--- src/rtl/rsa_modexp_pkg.sv ---
// Shared definitions for the modular exponentiator: FSM state encoding and
// the default prime width (operands are 2*WIDTH bits wide).
package rsa_modexp_pkg;

  localparam int DEFAULT_WIDTH = 32;

  typedef enum logic [2:0] {
    IDLE = 3'd0,
    INIT = 3'd1,
    RED  = 3'd2,
    STEP = 3'd3,
    MUL  = 3'd4,
    SQR  = 3'd5,
    DONE = 3'd6
  } state_t;

endpackage

--- src/rtl/rsa_modexp_if.sv ---
// Request/response bundle of the modular exponentiator. The master side
// issues start with msg/key/modulus and watches busy/done/err/result.
interface rsa_modexp_if
  import rsa_modexp_pkg::*;
#(
  parameter int N = 2 * DEFAULT_WIDTH
);

  logic         start;
  logic [N-1:0] msg;
  logic [N-1:0] key;
  logic [N-1:0] modulus;
  logic         busy;
  logic         done;
  logic         err;
  logic [N-1:0] result;

  modport master (
    output start, msg, key, modulus,
    input  busy, done, err, result
  );

  modport slave (
    input  start, msg, key, modulus,
    output busy, done, err, result
  );

endinterface

--- src/rtl/rsa_modexp_modmul_serial.sv ---
// Bit-serial interleaved modular multiplier: r = a*b mod n, b scanned MSB
// first. The first step is taken on the go edge straight from the ports, so
// the product is ready (done pulse) exactly N cycles after go is sampled.
// Requires a < n; b may take any value.
module modmul_serial #(
  parameter int N = 64
) (
  input  logic         clk,
  input  logic         reset_n,
  input  logic         go,
  input  logic [N-1:0] a,
  input  logic [N-1:0] b,
  input  logic [N-1:0] n,
  output logic         busy,
  output logic         done,
  output logic [N-1:0] r
);

  localparam int CW = $clog2(N);

  logic [N-1:0]  a_q;
  logic [N-1:0]  n_q;
  logic [N-1:0]  b_sh;
  logic [CW-1:0] cnt;

  // One interleaved step: t = 2*r + bit*a on N+2 bits, then two conditional
  // subtractions bring it back below n (t < 3n because r < n and a < n).
  // NOTE: blocking assignments are correct here: t is a local temporary
  // evaluated in order inside a function, not a clocked register.
  function automatic logic [N-1:0] mm_step(input logic [N-1:0] r_in,
                                           input logic         bit_in,
                                           input logic [N-1:0] a_in,
                                           input logic [N-1:0] n_in);
    logic [N+1:0] t;
    logic [N+1:0] n_ext;
    n_ext = {2'b00, n_in};
    t = {1'b0, r_in, 1'b0} + (bit_in ? {2'b00, a_in} : '0);
    if (t >= n_ext) t = t - n_ext;
    if (t >= n_ext) t = t - n_ext;
    return t[N-1:0];
  endfunction

  // Step sequencer: latch operands on go, then walk the remaining b bits.
  // NOTE: every register is reset, including the datapath, so an aborted
  // multiply leaves no stale product or half-shifted operand behind.
  always_ff @(posedge clk or negedge reset_n) begin
    if (!reset_n) begin
      a_q  <= '0;
      n_q  <= '0;
      b_sh <= '0;
      cnt  <= '0;
      r    <= '0;
      busy <= 1'b0;
      done <= 1'b0;
    end else begin
      // NOTE: non-blocking assignments for all state so every register
      // updates from the pre-edge values, independent of statement order.
      done <= 1'b0;
      if (busy) begin
        r    <= mm_step(r, b_sh[N-1], a_q, n_q);
        b_sh <= {b_sh[N-2:0], 1'b0};
        cnt  <= cnt + CW'(1);
        if (cnt == CW'(N - 1)) begin
          busy <= 1'b0;
          done <= 1'b1;
        end
      end else if (go) begin
        r    <= mm_step('0, b[N-1], a, n);
        a_q  <= a;
        n_q  <= n;
        b_sh <= {b[N-2:0], 1'b0};
        cnt  <= CW'(1);
        busy <= 1'b1;
      end
    end
  end

endmodule

--- src/rtl/rsa_modexp.sv ---
// Sequential modular exponentiator: result = msg^key mod modulus, using
// right-to-left square-and-multiply over the bit-serial multiplier.
// Optional build macro RSA_MODEXP_EARLY_EXIT_EN: stop as soon as the
// remaining key bits are all zero (same result, key-dependent latency).
// Without it all N key bits are always processed.
module rsa_modexp
  import rsa_modexp_pkg::*;
#(
  parameter int WIDTH = DEFAULT_WIDTH
) (
  input  logic         clk,
  input  logic         reset_n,
  rsa_modexp_if.slave  bus
);

  localparam int N  = 2 * WIDTH;
  localparam int BW = $clog2(N);

  state_t        state;
  logic [N-1:0]  msg_q;
  logic [N-1:0]  key_sh;
  logic [N-1:0]  mod_q;
  logic [N-1:0]  acc;
  logic [N-1:0]  base;
  logic [BW-1:0] bitcnt;
  logic          busy_q;
  logic          done_q;
  logic          err_q;
  logic [N-1:0]  result_q;

  logic          mm_go;
  logic [N-1:0]  mm_a;
  logic [N-1:0]  mm_b;
  logic [N-1:0]  mm_r;
  logic          mm_busy;
  logic          mm_done;
  logic          mm_finish;

  // A fresh product is ready and the multiplier is back to idle.
  assign mm_finish = mm_done & ~mm_busy;

  // Operand routing: the multiplier samples these on the first cycle of
  // RED (acc*msg), MUL (acc*base) and SQR (base*base).
  // NOTE: defaults first so every path assigns both outputs and no latch
  // is inferred.
  always_comb begin
    mm_a = acc;
    mm_b = base;
    case (state)
      RED:     mm_b = msg_q;
      SQR:     mm_a = base;
      default: ;
    endcase
  end

  modmul_serial #(.N(N)) u_modmul (
    .clk     (clk),
    .reset_n (reset_n),
    .go      (mm_go),
    .a       (mm_a),
    .b       (mm_b),
    .n       (mod_q),
    .busy    (mm_busy),
    .done    (mm_done),
    .r       (mm_r)
  );

  // Exponentiation FSM with registered handshake outputs.
  always_ff @(posedge clk or negedge reset_n) begin
    if (!reset_n) begin
      state    <= IDLE;
      msg_q    <= '0;
      key_sh   <= '0;
      mod_q    <= '0;
      acc      <= '0;
      base     <= '0;
      bitcnt   <= '0;
      busy_q   <= 1'b0;
      done_q   <= 1'b0;
      err_q    <= 1'b0;
      result_q <= '0;
      mm_go    <= 1'b0;
    end else begin
      mm_go  <= 1'b0;
      done_q <= 1'b0;
      case (state)
        IDLE: begin
          // busy stays up through the done cycle and falls one cycle later
          busy_q <= 1'b0;
          if (bus.start) begin
            msg_q  <= bus.msg;
            key_sh <= bus.key;
            mod_q  <= bus.modulus;
            err_q  <= 1'b0;
            busy_q <= 1'b1;
            state  <= INIT;
          end
        end
        INIT: begin
          if (mod_q == '0) begin
            acc   <= '0;
            state <= DONE;
          end else begin
            // 1 mod n is 0 when n == 1
            acc   <= (mod_q == N'(1)) ? '0 : N'(1);
            mm_go <= 1'b1;
            state <= RED;
          end
        end
        RED: begin
          if (mm_finish) begin
            base   <= mm_r;
            bitcnt <= '0;
            state  <= STEP;
          end
        end
        STEP: begin
          mm_go <= 1'b1;
          state <= key_sh[0] ? MUL : SQR;
`ifdef RSA_MODEXP_EARLY_EXIT_EN
          if (key_sh == '0) begin
            mm_go <= 1'b0;
            state <= DONE;
          end
`endif
        end
        MUL: begin
          if (mm_finish) begin
            acc   <= mm_r;
            mm_go <= 1'b1;
            state <= SQR;
          end
        end
        SQR: begin
          if (mm_finish) begin
            base   <= mm_r;
            key_sh <= key_sh >> 1;
            if (bitcnt == BW'(N - 1)) begin
              state <= DONE;
            end else begin
              bitcnt <= bitcnt + BW'(1);
              state  <= STEP;
            end
          end
        end
        DONE: begin
          result_q <= acc;
          err_q    <= (mod_q == '0);
          done_q   <= 1'b1;
          state    <= IDLE;
        end
        default: state <= IDLE;
      endcase
    end
  end

  assign bus.busy   = busy_q;
  assign bus.done   = done_q;
  assign bus.err    = err_q;
  assign bus.result = result_q;

endmodule

--- src/flat_wrapper.sv ---
// flat-port wrapper written by rule: the top's interface ports become plain ports
module rsa_modexp_flat import rsa_modexp_pkg::*;
#(
  parameter int WIDTH = DEFAULT_WIDTH
)
  (clk, reset_n, bus_start, bus_msg, bus_key, bus_modulus, bus_busy, bus_done, bus_err, bus_result);
  rsa_modexp_if #(.N((2 * WIDTH))) bus_i ();
  input  logic clk;
  input  logic reset_n;
  input wire logic [$bits(bus_i.start)-1:0] bus_start;
  input wire logic [$bits(bus_i.msg)-1:0] bus_msg;
  input wire logic [$bits(bus_i.key)-1:0] bus_key;
  input wire logic [$bits(bus_i.modulus)-1:0] bus_modulus;
  output wire logic [$bits(bus_i.busy)-1:0] bus_busy;
  output wire logic [$bits(bus_i.done)-1:0] bus_done;
  output wire logic [$bits(bus_i.err)-1:0] bus_err;
  output wire logic [$bits(bus_i.result)-1:0] bus_result;
  assign bus_i.start = bus_start;
  assign bus_i.msg = bus_msg;
  assign bus_i.key = bus_key;
  assign bus_i.modulus = bus_modulus;
  assign bus_busy = bus_i.busy;
  assign bus_done = bus_i.done;
  assign bus_err = bus_i.err;
  assign bus_result = bus_i.result;
  rsa_modexp #(.WIDTH(WIDTH)) u_core (.clk(clk), .reset_n(reset_n), .bus(bus_i));
endmodule
--- config.mk ---
export PLATFORM = sky130hd
export DESIGN_NAME = rsa_modexp_flat
export DESIGN_NICKNAME = d
export VERILOG_FILES = /design/src/rtl/rsa_modexp_pkg.sv /design/src/rtl/rsa_modexp_if.sv /design/src/rtl/rsa_modexp_modmul_serial.sv /design/src/rtl/rsa_modexp.sv /design/src/flat_wrapper.sv
export SDC_FILE = /design/constraint.sdc
export NUM_CORES = 2
export LEC_CHECK = 0
export ABC_AREA = 1
export BUFFER_PORTS_ARGS = -buffer_cell sky130_fd_sc_hd__buf_4
export CAP_MARGIN = 0
export CORE_UTILIZATION = 40
export CTS_CLUSTER_SIZE = 8
export DETAILED_ROUTE_END_ITERATION = 16
export GPL_TIMING_DRIVEN = 1
export PLACE_DENSITY_LB_ADDON = 0.15
export SLEW_MARGIN = 20
export SYNTH_ARGS = -nofsm -noshare
export SYNTH_HDL_FRONTEND = slang
export SYNTH_HIERARCHICAL = 1
export SYNTH_SLANG_ARGS = --single-unit
--- constraint.sdc ---
create_clock -name clk -period 8 [get_ports clk]
set_clock_uncertainty 0.05 [all_clocks]
set_input_delay 0 -clock clk [delete_from_list [all_inputs] [get_ports clk]]
set_output_delay 0 -clock clk [all_outputs]
set_load 0.05 [all_outputs]
-- Yosys cells after proc, flatten, opt, wreduce, memory -nomap -nowiden
Index checks and enable logic that the tools add are counted.
- register bits after elaboration: 661
- output and inout port bits: 67
- word-level logic and storage cells: 110
- input bits: 195
- mux-type cells: 48
- equal/unequal tests: 14
- $add $sub $neg: 7
- bitwise gates (word level): 2
- magnitude comparators: 4
- reductions and logical operators: 16
- operators with widths (operator ; number):
    64-bit two-way mux ; 14
    66-bit two-way mux ; 5
    64-bit case mux with 2 select lines ; 2
    66-bit by 64-bit greater-or-equal comparator with 1-bit output ; 3
    64-bit subtractor ; 2
    65-bit by 64-bit adder with 66-bit output ; 1
    66-bit by 64-bit subtractor with 66-bit output ; 1
    64-bit by 64-bit subtractor with 65-bit output ; 1
    64-bit by 1-bit equality test with 1-bit output, second input constant ; 1
    64-bit greater-or-equal comparator ; 1
    64-bit zero test ; 1
    6-bit two-way mux ; 5
    3-bit two-way mux ; 6
    3-bit case mux with 6 select lines ; 1
    6-bit by 1-bit adder with 6-bit output, second input constant ; 2
    6-bit equality test, second input constant ; 2
    1-bit two-way mux ; 12
    6-bit case mux with 2 select lines ; 1
    2-bit AND reduction ; 5
    2-bit nonzero test ; 5
    3-bit equality test, second input constant ; 3
    4-bit AND reduction ; 2
    3-bit by 2-bit equality test with 1-bit output, second input constant ; 2
    2-bit by 1-bit != test with 1-bit output, second input constant ; 3
    9 further kinds ; 10

-- Longest topological paths before layout
- depth in word-level cells: 11
- depth in mapped cells: 53
- depth with buffers taken out: 51

-- By module
The synthesis kept the hierarchy.
- modules (own cells, without submodules) (module ; instances ; seq. area each (um2) ; area each (um2) ; cells each):
    modmul_serial ; 1 ; 6581.3 ; 37181.9 ; 6364
    rsa_modexp ; 1 ; 9934.5 ; 17747.0 ; 2088

-- Least setup slack after synthesis
No wires, ideal clock.
- kind: register -> register
- from: register u_core.u_modmul.b_sh[63]
- to: register u_core.u_modmul.r[57]
- data arrival time: 6431 ps
- path slack: 1394 ps
- stages on the path, launching flop included: 48
- period minus slack after synthesis: 6606 ps
- library setup time: 125 ps
- buffers on the path: 4
- required time: 7825 ps
- cell sequence: dfrtp_1 -> clkbuf_1 -> nand2_1 -> inv_1 -> ha_1 -> inv_1 -> fa_1 -> o21ai_2 -> nand2_1 -> nand2_1 -> nand2_1 -> nand2_1 -> nand2_1 -> nand2_1 -> a21oi_1 -> or2_2 -> nand2_1 -> nand2_1 -> [... 12 more ...] -> buf_2 -> o21a_1 -> inv_1 -> ha_1 -> a21oi_1 -> o21ai_1 -> a21oi_1 -> o21ai_1 -> inv_1 -> o21ai_1 -> nand3_1 -> nand2_1 -> a21oi_1 -> buf_2 -> clkbuf_1 -> nand3_1 -> nand3_1 -> nand3_1
- word-level cells in the longest chain between the ends: 8
- elaborated cells on any way between the ends: 10
- classes of those cells: add/sub (3); order compare (2); mux (5)
- ends and longest elaborated chain (what ; line ; source):
    from (decl) ; rsa_modexp_modmul_serial.sv:23 ; logic [N-1:0] b_sh;
    from (signal assigned) ; rsa_modexp_modmul_serial.sv:61 ; b_sh <= {b_sh[N-2:0], 1'b0};
    from (signal assigned) ; rsa_modexp_modmul_serial.sv:71 ; b_sh <= {b[N-2:0], 1'b0};
    64-bit two-way mux * ; rsa_modexp_modmul_serial.sv:37 ; t = {1'b0, r_in, 1'b0} + (bit_in ? {2'b00, a_in} : '0);
    65-bit by 64-bit adder with 66-bit output * ; rsa_modexp_modmul_serial.sv:37 ;
    66-bit by 64-bit subtractor with 66-bit output / 66-bit by 64-bit greater-or-equal comparator with 1-bit output (equally long branches) ; rsa_modexp_modmul_serial.sv:38 ; if (t >= n_ext) t = t - n_ext;
    66-bit two-way mux * ; rsa_modexp_modmul_serial.sv:38 ;
    66-bit two-way mux * ; rsa_modexp_modmul_serial.sv:59 ; if (busy) begin
    64-bit subtractor / 66-bit by 64-bit greater-or-equal comparator with 1-bit output (equally long branches) ; rsa_modexp_modmul_serial.sv:39 ; if (t >= n_ext) t = t - n_ext;
    64-bit two-way mux * ; rsa_modexp_modmul_serial.sv:39 ;
    64-bit two-way mux * ; rsa_modexp_modmul_serial.sv:59 ;
    to (signal assigned) ; rsa_modexp_modmul_serial.sv:60 ; r <= mm_step(r, b_sh[N-1], a_q, n_q);
    to (signal assigned) ; rsa_modexp_modmul_serial.sv:68 ; r <= mm_step('0, b[N-1], a, n);
    to (decl) ; rsa_modexp_modmul_serial.sv:16 ; output logic [N-1:0] r
Every way passes the cells marked *; elsewhere a longest branch is shown, timed or not. The select of a mux whose other input is x is not followed.
A chain may end at the register's enable or synchronous reset.

-- Worst setup path after layout
- from: register u_core.u_modmul.b_sh[63]
- to: register u_core.u_modmul.r[43]
The elaborated chain is that of the path after synthesis.

==> impl_metrics.py <==
metrics = {
    "setup_path": {
        "path_buf_inv": 12,
        "worstSetupStartpointType": "flop",
        "slowest_delay_ns": 0.53,
        "end_kind": "flop",
        "cp_max_fo": 33,
        "worstPathArrival_ns": 8.35,
        "crit_path_top_delay_cell": "xor2_1",
        "crit_top_cell": "nand2_1",
        "crit_family": "compound AO/OA/AOI/OAI gates",
        "cp.required_ns": 8.56,
        "path_class": "reg -> reg",
    },
    "routing": {
        "routed_wl_mm": 276,
        "first_iter_violations": 6380,
        "drc_errors": 0,
        "vias_per_cell": 5.37,
        "wl_per_cell_um": 23.6,
        "ant_nets": 0,
        "vias": 63100,
        "drt_first_pass_iters": 6,
    },
    "finish": {
        "multiInputGateArea_um2": 33100,
        "drive_gt1_frac": 0.169,
        "utilization": 0.538,
        "syn_to_final_growth_pct": 33.0,
        "final_nets": 10500,
        "fillCellCount": 13500,
        "register_area_um2": 16500,
    },
    "timing": {
        "fin_ws_ns": 0.209,
        "fmax_mhz": 128,
        "fin_crit_ns": 7.79,
        "drv_slew": 0,
        "relSlewSlack": 0.264,
        "final-hold-violation-count": 0,
        "setup_violations": 0,
        "period_share": 0.974,
        "max_slew.worst_pin.slew_ns": 1.10,
    },
    "global_route": {
        "grt_pass1_wl_mm": 394,
        "grt_pass1_vias": 61100,
        "grt_start_max_net_pins": 134,
        "grt_overflow": 0,
        "grt_antenna_before_repair": 21,
        "grt_usage": 0.388,
    },
    "pwr": {
        "clkPwrFrac": 0.475,
        "pwr-share-seq": 0.434,
        "pwr-share-comb": 0.091,
        "intPower_w": 0.00585,
        "peakVddDrop_mv": 0.193,
        "p_leak_nw": 40.9,
        "switching_share": 0.254,
        "power_density_nw_per_um2": 107,
        "power.switching_w": 0.00199,
    },
    "placement": {
        "dp_slack_ns": -0.302,
        "gp_congestion": 1.07,
        "place_hpwl_mm": 223,
        "io_buffers": 261,
    },
    "floorplanning": {
        "die_y_um": 373,
        "io_pins": 262,
        "row_count": 135,
        "core_area_um2": 136000,
        "die_area_um2": 139000,
        "start_util": 0.404,
        "die_w_um": 373,
    },
    "yosys": {
        "seq_area_frac_synth": 0.301,
        "synth_cells": 8452,
        "synth_ff_type": "dfrtp_1",
        "synth.distinct_cells": 57,
        "async_reset_ff_frac": 1.00,
        "synth_edf_count": 0,
        "ys_seq_elements": 660,
        "netlist_area_um2": 54900,
        "syn_avg_cell_area_um2": 6.50,
        "syn_nets": 8973,
        "ys_warn_count": 6,
    },
    "status": {
        "status": "finished, final reports clean",
    },
    "clocking": {
        "clk_latency_ns": 0.71,
        "cts.clk_slew.worst_paths_ns": 0.05,
        "htree_levels": 3,
        "root_buffer": "clkbuf_16",
        "cts_tree": "built",
        "numCtsBuffers": 95,
        "cts_buffer_depth": 3,
        "cts.sinks": 660,
    },
    "run": {
        "drv_cap": 0,
    },
    "hold_path": {
        "hold_class": "in -> reg",
    },
}
[power groups by stage]
| stage | Combinational, W | Sequential, W | Clock (W) |
|---|---|---|---|
| final | 0.000710 | 0.00340 | 0.00373 |
| after global routing | 0.000779 | 0.00340 | 0.00391 |
| after CTS | 0.000700 | 0.00340 | 0.00379 |
| after detailed placement | 0.000575 | 0.00346 | 0 |
| after global placement | 0.000572 | 0.00346 | 0 |
| after floorplan | 0.000256 | 0.00345 | 0 |
[logic make-up (layout without fill, tap and decap cells)]
family                     Yosys count  after routing  synth area share
buffers and inverters             1518           3013             0.110
other                                0              6                 0
DFF                                660            660             0.301
AOI/OAI and AO/OA                 1645           1645             0.174
and+or+nand+nor                   4033           4033             0.297
xor gates and xnor gates           270            270            0.0431
adders and majority gates          326            326            0.0749
[Yosys cell counts, types with 25 or more instances]
cell type / instances / area share
a21o_1: 55 / 0.0075
nor3_1: 45 / 0.0041
nand3_1: 576 / 0.052
inv_1: 1212 / 0.083
o21ai_2: 43 / 0.0069
nor4_1: 37 / 0.0042
dfrtp_1: 660 / 0.30
a21oi_1: 468 / 0.043
nand4_1: 28 / 0.0032
nor2_1: 647 / 0.044
xor2_1: 115 / 0.018
o21ai_0: 664 / 0.060
o21ai_1: 77 / 0.0070
buf_2: 94 / 0.0086
ha_1: 321 / 0.073
o211ai_1: 47 / 0.0064
xnor2_1: 155 / 0.025
a22oi_1: 25 / 0.0034
clkbuf_1: 136 / 0.0093
o21bai_1: 53 / 0.0072
nand2_1: 2632 / 0.18
o211ai_2: 40 / 0.0091
o21a_1: 68 / 0.0093
inv_2: 26 / 0.0018
a31oi_1: 41 / 0.0047
[state kept, by name (all words and copies together) (netlist names)]
register,count
u_core/u_modmul/cnt,6
u_core/key_sh,64
u_core/bus.result,64
u_core/base,64
u_core/u_modmul/a_q,64
u_core/state,3
u_core/acc,64
u_core/u_modmul/r,64
u_core/mod_q,64
u_core/bus.err,1
u_core/msg_q,64
u_core/bitcnt,6
u_core/u_modmul/busy,1
u_core/u_modmul/n_q,64
u_core/u_modmul/done,1
u_core/u_modmul/b_sh,63
u_core/bus.done,1
u_core/mm_go,1
u_core/bus.busy,1
[worst register-to-register path: cells and delay by family, from the launching register on]
family	cells	cell delay, ns
AO/OA/AOI/OAI	12	2.08
AND/OR/NAND/NOR	17	1.77
buffers and inverters	12	1.71
adder cells (fa/ha/maj)	3	1.09
XOR/XNOR	1	0.53
flip-flops	1	0.45
[cell usage in the layout (no fill, tap or decap), types with 7 or more instances in the layout]
cell type and count:
o211ai_1 47, nor2_1 620, a221oi_1 9, a22oi_1 25
nor2_2 30, ha_4 13, o21bai_1 51, a31oi_1 39
buf_4 1253, nor3_1 45, a211oi_1 9, inv_2 24
dlygate4sd3_1 377, a21boi_0 16, ha_1 295, nand2_2 21
o21a_1 65, o21ai_0 622, o2111ai_1 7, clkbuf_16 98
o21ai_2 48, o211ai_2 40, nand3b_1 15, inv_1 1209
xor2_1 110, or2_2 13, a21oi_2 26, nand2_1 2615
nand3_1 571, dfrtp_1 658, buf_12 25, a21o_1 55
nor4_1 35, nand4_1 28, o21ai_1 111, ha_2 13
a21oi_1 443, and3_1 10, xnor2_1 153
[worst paths after layout]
| check | startpoint | to | slack, ns | cells past startpoint |
|---|---|---|---|---|
| setup reg to reg | u_core/u_modmul/b_sh[63] | u_core/u_modmul/r[43] | 0.21 | 45 |
| setup / recovery | u_core/u_modmul/b_sh[63] | u_core/u_modmul/r[43] | 0.21 | 45 |
| min in group asynchronous | reset_n | u_core/key_sh[4] | 0.54 | 4 |
| hold / removal | bus_msg[53] | u_core/msg_q[53] | 0.03 | 4 |
| max in group asynchronous | reset_n | u_core/u_modmul/a_q[25] | 6.16 | 5 |
| hold reg to reg | u_core/u_modmul/b_sh[42] | u_core/u_modmul/b_sh[43] | 0.42 | 2 |
[repair_timing]
item | CTS | global route
endpoints found under the setup margin | 64 | 64
pin swaps | 1 | 12
hold buffers | 378 | 0
hold endpoints to repair | 296 | 0
setup buffers | 0 | 9
gates resized for setup | 22 | 144
gates cloned | 2 | 3
[stage by stage]
| step | std cells | hold WS (ns) | setup TNS (ns) | power, W | cell area [um2] |
|---|---|---|---|---|---|
| after floorplan | 8452 | -0.346 | 0 | 0.00371 | 54900 |
| after global placement | 11200 | 0.0765 | -2.21 | 0.00403 | 65700 |
| after global routing | 11700 | 0.0333 | -0.188 | 0.00809 | 73000 |
| after CTS | 11700 | 0.000107 | 0 | 0.00789 | 72300 |
| after detailed placement | 11200 | 0.0773 | -8.85 | 0.00403 | 65700 |
| final | 11700 | 0.0328 | 0 | 0.00784 | 73000 |
[final cells by class]
class,count,share of cell area
clock inverter,12,0.00317
tap,1781,0.0305
sequential,660,0.226
timing repair buffer,1664,0.190
antenna,6,0.000206
multi-input combinational,6274,0.453
inverter,1238,0.0642
clock buffer,99,0.0329
[metal layers]
layer | part of all wire | global-route usage
met2 | 0.43 | 0.596
met4 | 0.061 | 0.203
met5 | 0.00025 | 0
met1 | 0.43 | 0.519
met3 | 0.081 | 0.0685
Note: power is estimated with default switching activity, not from simulation.
